File: config.mk
export PLATFORM = sky130hd
export DESIGN_NAME = sp_req_queue_flat
export DESIGN_NICKNAME = d
export VERILOG_FILES = /design/src/rtl/sp_req_queue_if.sv /design/src/rtl/sp_req_queue.sv /design/src/flat_wrapper.sv
export SDC_FILE = /design/constraint.sdc
export NUM_CORES = 1
export LEC_CHECK = 0
export ABC_AREA = 1
export BUFFER_PORTS_ARGS = -buffer_cell sky130_fd_sc_hd__buf_2
export CAP_MARGIN = 25
export CORE_AREA = 2 2 218 156
export DETAILED_ROUTE_END_ITERATION = 8
export DIE_AREA = 0 0 220 158
export PLACE_DENSITY = 0.67
export SLEW_MARGIN = 5
export SYNTH_ARGS = -nofsm -noshare
export SYNTH_HDL_FRONTEND = slang
export SYNTH_SLANG_ARGS = --single-unit
File: constraint.sdc
create_clock -name clk -period 10.49 [get_ports clk]
set_clock_uncertainty 0.05 [all_clocks]
set_input_delay 1.049 -clock clk [delete_from_list [all_inputs] [get_ports clk]]
set_output_delay 1.049 -clock clk [all_outputs]
set_load 0.1 [all_outputs]
File: src/rtl/sp_req_queue_if.sv
// Request/response bundle between execute, the request queue and the scratchpad.
// The slave side is the queue; the master side is execute plus the scratchpad consumer.
interface sp_req_queue_if;
  logic        mls_valid;
  logic [1:0]  mls_ls;
  logic [3:0]  mls_rd;
  logic [31:0] mls_rs;
  logic [10:0] mls_imm;
  logic [4:0]  mls_stride;
  logic        mls_ready;
  logic        gemm_valid;
  logic        gemm_new_weight;
  logic [15:0] gemm_sel;
  logic        gemm_ready;
  logic        sp_valid;
  logic [42:0] sp_data;
  logic        sp_ready;

  modport master (
    output mls_valid, mls_ls, mls_rd, mls_rs, mls_imm, mls_stride,
    output gemm_valid, gemm_new_weight, gemm_sel, sp_ready,
    input  mls_ready, gemm_ready, sp_valid, sp_data
  );

  modport slave (
    input  mls_valid, mls_ls, mls_rd, mls_rs, mls_imm, mls_stride,
    input  gemm_valid, gemm_new_weight, gemm_sel, sp_ready,
    output mls_ready, gemm_ready, sp_valid, sp_data
  );
endinterface

File: src/rtl/sp_req_queue.sv
// Packs MLS/GEMM requests into 43-bit entries and queues them in a
// first-word-fall-through FIFO feeding the scratchpad controller.
module sp_req_queue #(
  parameter int DEPTH     = 8,
  parameter int AF_THRESH = 6
) (
  input  logic                     clk,
  input  logic                     rst,
  input  logic                     flush,
  sp_req_queue_if.slave            bus,
  output logic [$clog2(DEPTH):0]   count,
  output logic                     almost_full,
  output logic                     illegal_op
);
  localparam int AW = $clog2(DEPTH);
  localparam int CW = AW + 1;

  logic [42:0]   mem [DEPTH];
  logic [AW-1:0] rd_ptr;
  logic [AW-1:0] wr_ptr;
  logic          full;
  logic          mls_legal;
  logic          mls_take;
  logic          mls_push;
  logic          gemm_push;
  logic          push;
  logic          pop;
  logic [31:0]   mls_addr;
  logic [42:0]   push_data;

  // Readiness comes only from registered count so a same-cycle pop never frees a slot.
  assign full           = (count == CW'(DEPTH));
  assign bus.mls_ready  = !full && !flush;
  assign bus.gemm_ready = !full && !flush && !bus.mls_valid;
  assign almost_full    = (count >= CW'(AF_THRESH));
  assign bus.sp_valid   = (count != '0);
  assign bus.sp_data    = mem[rd_ptr];

  assign mls_legal = (bus.mls_ls == 2'b01) || (bus.mls_ls == 2'b10);
  assign mls_take  = bus.mls_valid && bus.mls_ready;
  assign mls_push  = mls_take && mls_legal;
  assign gemm_push = bus.gemm_valid && bus.gemm_ready;
  assign push      = mls_push || gemm_push;
  assign pop       = bus.sp_valid && bus.sp_ready;

  assign mls_addr  = bus.mls_rs + {{21{bus.mls_imm[10]}}, bus.mls_imm};

  always_comb begin
    push_data = {2'b11, bus.gemm_new_weight, 3'b000, 16'd0, bus.gemm_sel, 5'd0};
    if (mls_push)
      push_data = {bus.mls_ls, bus.mls_rd, mls_addr, bus.mls_stride};
  end

  always_ff @(posedge clk) begin
    if (push)
      mem[wr_ptr] <= push_data;
  end

  always_ff @(posedge clk or posedge rst) begin
    if (rst) begin
      count      <= '0;
      rd_ptr     <= '0;
      wr_ptr     <= '0;
      illegal_op <= 1'b0;
    end else begin
      illegal_op <= mls_take && !mls_legal;
      if (flush) begin
        count  <= '0;
        rd_ptr <= '0;
        wr_ptr <= '0;
      end else begin
        if (push)
          wr_ptr <= wr_ptr + AW'(1);
        if (pop)
          rd_ptr <= rd_ptr + AW'(1);
        case ({push, pop})
          2'b10:   count <= count + CW'(1);
          2'b01:   count <= count - CW'(1);
          default: count <= count;
        endcase
      end
    end
  end
endmodule

File: src/flat_wrapper.sv
// flat-port wrapper written by rule: the top's interface ports become plain ports
module sp_req_queue_flat 
#(
  parameter int DEPTH     = 8,
  parameter int AF_THRESH = 6
)
  (clk, rst, flush, count, almost_full, illegal_op, bus_mls_valid, bus_mls_ls, bus_mls_rd, bus_mls_rs, bus_mls_imm, bus_mls_stride, bus_gemm_valid, bus_gemm_new_weight, bus_gemm_sel, bus_sp_ready, bus_mls_ready, bus_gemm_ready, bus_sp_valid, bus_sp_data);
  sp_req_queue_if bus_i ();
  input  logic clk;
  input  logic rst;
  input  logic flush;
  output logic [$clog2(DEPTH):0] count;
  output logic almost_full;
  output logic illegal_op;
  input wire logic [$bits(bus_i.mls_valid)-1:0] bus_mls_valid;
  input wire logic [$bits(bus_i.mls_ls)-1:0] bus_mls_ls;
  input wire logic [$bits(bus_i.mls_rd)-1:0] bus_mls_rd;
  input wire logic [$bits(bus_i.mls_rs)-1:0] bus_mls_rs;
  input wire logic [$bits(bus_i.mls_imm)-1:0] bus_mls_imm;
  input wire logic [$bits(bus_i.mls_stride)-1:0] bus_mls_stride;
  input wire logic [$bits(bus_i.gemm_valid)-1:0] bus_gemm_valid;
  input wire logic [$bits(bus_i.gemm_new_weight)-1:0] bus_gemm_new_weight;
  input wire logic [$bits(bus_i.gemm_sel)-1:0] bus_gemm_sel;
  input wire logic [$bits(bus_i.sp_ready)-1:0] bus_sp_ready;
  output wire logic [$bits(bus_i.mls_ready)-1:0] bus_mls_ready;
  output wire logic [$bits(bus_i.gemm_ready)-1:0] bus_gemm_ready;
  output wire logic [$bits(bus_i.sp_valid)-1:0] bus_sp_valid;
  output wire logic [$bits(bus_i.sp_data)-1:0] bus_sp_data;
  assign bus_i.mls_valid = bus_mls_valid;
  assign bus_i.mls_ls = bus_mls_ls;
  assign bus_i.mls_rd = bus_mls_rd;
  assign bus_i.mls_rs = bus_mls_rs;
  assign bus_i.mls_imm = bus_mls_imm;
  assign bus_i.mls_stride = bus_mls_stride;
  assign bus_i.gemm_valid = bus_gemm_valid;
  assign bus_i.gemm_new_weight = bus_gemm_new_weight;
  assign bus_i.gemm_sel = bus_gemm_sel;
  assign bus_i.sp_ready = bus_sp_ready;
  assign bus_mls_ready = bus_i.mls_ready;
  assign bus_gemm_ready = bus_i.gemm_ready;
  assign bus_sp_valid = bus_i.sp_valid;
  assign bus_sp_data = bus_i.sp_data;
  sp_req_queue #(.DEPTH(DEPTH), .AF_THRESH(AF_THRESH)) u_core (.clk(clk), .rst(rst), .flush(flush), .bus(bus_i), .count(count), .almost_full(almost_full), .illegal_op(illegal_op));
endmodule
==> results by group <==
Outcome
  • Status: complete, no violations

Critical path
  • Number of buffer and inverter stages on the critical path: 4
  • Type of the setup path with the least slack: reg2out
  • Critical Path Slowest Stage Cell: sky130_fd_sc_hd__buf_4
  • Kind of capture point of the worst setup path: output pin
  • Cell seen most often among critical-path stages: sky130_fd_sc_hd__buf_4
  • Largest stage delay on the critical path: 0.70 ns
  • Crit path max fanout: 59
  • Worst EP required: 9.39 ns
  • Critical path cell sequence: buf_4 > inv_2 > buf_4 > o21ai_0 > o22ai_1 > nor2_1 > a31oi_1 > buf_2
  • CP startpoint kind: flop
  • Cell family with most CP delay: buffers and inverters
  • Signal arrival time at the worst endpoint: 3.66 ns

STA
  • Headroom to the max-slew limit: 0.299
  • Final Slew Violations: 0
  • RSZ-0062 raised after global routing: false
  • Highest Clock Rate: 0.210 GHz
  • Transition time at the pin with the least slew margin: 1.05 ns
  • Sum of negative setup slack: 0 ns
  • Part of the cycle the worst path needs: 0.453
  • Final count of hold timing violations: 0
  • Final setup violation count: 0
  • Post-layout minimum cycle time: 4.75 ns

Global route
  • Gr usage total: 0.229
  • Pin count of the biggest net entering global routing: 106
  • Initial antenna violation count: 0
  • Overflow left after global routing: 0
  • Number of global-route vias before repair: 10800
  • First-pass GRT wire length: 60900 um

Run
  • Maximum Capacitance Violations: 0

Cells and area
  • Final nets: 1736
  • Layout area overhead: 13.4%
  • Final non-filler cell total: 2083
  • Number of antenna diodes: 0
  • Fin area: 18300 um^2
  • Layout cell share with drive strength beyond 1: 0.142
  • Post-route core utilization: 0.559
  • Fill cell total of the finished layout: 2773

Yosys
  • Most common cell in the synthesized netlist: sky130_fd_sc_hd__nor2_1
  • Number of synthesized register bits: 355
  • Sequential fraction of the synthesis area: 0.656
  • Mapped cell area: 16200 um^2
  • Warnings from Yosys: 0
  • Top cells by count, synth: 381 x sky130_fd_sc_hd__nor2_1, 344 x sky130_fd_sc_hd__edfxtp_1, 212 x sky130_fd_sc_hd__o21ai_0, 149 x sky130_fd_sc_hd__nand2_1, 61 x sky130_fd_sc_hd__inv_1
  • Synth top area cells: sky130_fd_sc_hd__edfxtp_1 64%, sky130_fd_sc_hd__nor2_1 8.8%, sky130_fd_sc_hd__o21ai_0 6.6%, sky130_fd_sc_hd__nand2_1 3.5%, sky130_fd_sc_hd__ha_1 2.7%
  • Fraction of post-synthesis cell area in the top cell type by area: 0.639
  • Synthesized netlist net count: 1619
  • Dominant cell type by area after synthesis: sky130_fd_sc_hd__edfxtp_1
  • Ys flop type: sky130_fd_sc_hd__edfxtp_1
  • Cells after Synth: 1506
  • Proportion of synthesized flip-flops having asynchronous set or reset: 0.0310
  • Number of enable flip-flop cells after synthesis: 344
  • Per-instance average area after synthesis: 10.7 um^2
  • Distinct cell type count of the synthesized netlist: 42

Min path
  • Class of the tightest hold or removal check: in2async

Place
  • DP Cell Count: 2018
  • Gpl congestion: 0.915
  • Buffers on Ports: 128
  • Estimated wirelength of the detail-placed design: 23500 um
  • Dpl cell area: 17300 um^2

Route
  • 1st-pass router iterations: 5
  • Total number of vias: 11500
  • Post-route ant nets: 0
  • Final routed DRC violation total: 0
  • Iteration-0 DRC Markers: 1186
  • Per-cell routed wire length: 19.0 um
  • Drt total wl: 39600 um
  • Number of vias per cell: 5.54

Clocking
  • TritonCTS clock tree: yes
  • Post-CTS resize count: 0
  • Clock slew seen by the registers of the worst setup and hold paths: 0.06 ns
  • Clock root cell: sky130_fd_sc_hd__clkbuf_16
  • Maximum buffer depth of the clock tree: 3
  • CTS buffer count: 36
  • TritonCTS sink count: 355
  • Total setup buffers inserted after CTS: 0
  • Hold buffer count at cts: 0
  • H-tree depth reported by CTS: 2
  • Clock latency at the later pin of the worst-skew pair: 0.50 ns

Floorplan
  • Die H: 158 um
  • Number of top-level design ports: 129
  • Initial Util: 0.493
  • DIE AREA: 34800 um^2
  • Die X: 220 um
  • Number of placement rows: 56
  • Placeable Area: 32800 um^2

Pwr
  • Largest voltage drop on the vdd net: 0.188 mV
  • Total power draw: 0.00426 W
  • Total power per unit cell area: 232 nW/um^2
  • LEAKAGE: 6.85 nW
## registers in the layout, summed over array words and instances, names as in the netlist
signal,cells
u_core.mem,344
u_core.count,4
u_core.rd_ptr,3
u_core.wr_ptr,3
u_core.illegal_op,1
## final cells by class
class,instances,area (um^2),share of cell area
clock buffer,46,960,0.0524
sequential,355,10600,0.579
inverter,65,246,0.0134
clock inverter,17,93.8,0.00512
timing repair buffer,150,823,0.0449
tap,435,544,0.0297
multi-input combinational,1015,5050,0.276
## power breakdown
part	total [W]	switching (W)	internal, W
sequential	0.00165	0.0000400	0.00161
combinational	0.00145	0.00117	0.000277
clock	0.00116	0.000495	0.000667
total	0.00426	0.00171	0.00255
## path summary, 6_finish.rpt
path | cells after the start | end | slack (ns) | startpoint
setup / recovery | 8 | bus_sp_data[32] | 5.74 | u_core.rd_ptr[1]
hold / removal | 2 | u_core.rd_ptr[0] | 0.51 | rst
setup reg to reg | 8 | u_core.mem[6][23] | 7.39 | u_core.count[3]
hold reg to reg | 2 | u_core.count[3] | 0.51 | u_core.count[3]
max in group asynchronous | 2 | u_core.rd_ptr[0] | 9.50 | rst
min in group clk | 2 | u_core.count[3] | 0.51 | u_core.count[3]
## stage by stage
step	hold slack, ns	worst slack, ns
5_1_grt	0.552	5.49
2_1_floorplan	0.500	6.06
4_1_cts	0.515	5.75
3_3_place_gp	0.497	6.05
6_report	0.513	5.74
3_5_place_dp	0.499	6.30
## cells by family after synthesis
group                    share of synthesized area
AND/OR/NAND/NOR                              0.147
XOR/XNOR                                   0.00650
buffers and inverters                       0.0349
AO/OA/AOI/OAI                                0.127
adder cells (fa/ha/maj)                     0.0283
flip-flops                                   0.656
## cell usage in the layout, fill, tap and decap left out, types with 9 or more instances in the layout
| cell | n |
|---|---|
| sky130_fd_sc_hd__nor2_1 | 373 |
| sky130_fd_sc_hd__clkinv_1 | 13 |
| sky130_fd_sc_hd__nand2_2 | 11 |
| sky130_fd_sc_hd__edfxtp_1 | 344 |
| sky130_fd_sc_hd__buf_4 | 18 |
| sky130_fd_sc_hd__o22ai_1 | 44 |
| sky130_fd_sc_hd__inv_1 | 60 |
| sky130_fd_sc_hd__nand2_1 | 149 |
| sky130_fd_sc_hd__ha_1 | 35 |
| sky130_fd_sc_hd__a21oi_1 | 57 |
| sky130_fd_sc_hd__buf_2 | 129 |
| sky130_fd_sc_hd__nand3_1 | 20 |
| sky130_fd_sc_hd__clkbuf_16 | 37 |
| sky130_fd_sc_hd__o21ai_0 | 212 |
| sky130_fd_sc_hd__clkbuf_1 | 9 |
| sky130_fd_sc_hd__dfrtp_1 | 9 |
| sky130_fd_sc_hd__a31oi_1 | 43 |
## layer usage
layer	share of wire	up-vias	GRT usage	wire length [um]
met5	0	-	0	0
met4	0.015	0	0.0470	576
li1	-	5569	-	-
met1	0.45	5540	0.338	18000
met3	0.076	41	0.0365	3010
met2	0.46	398	0.360	18000
No activity file was read; power rests on OpenSTA's default activity.
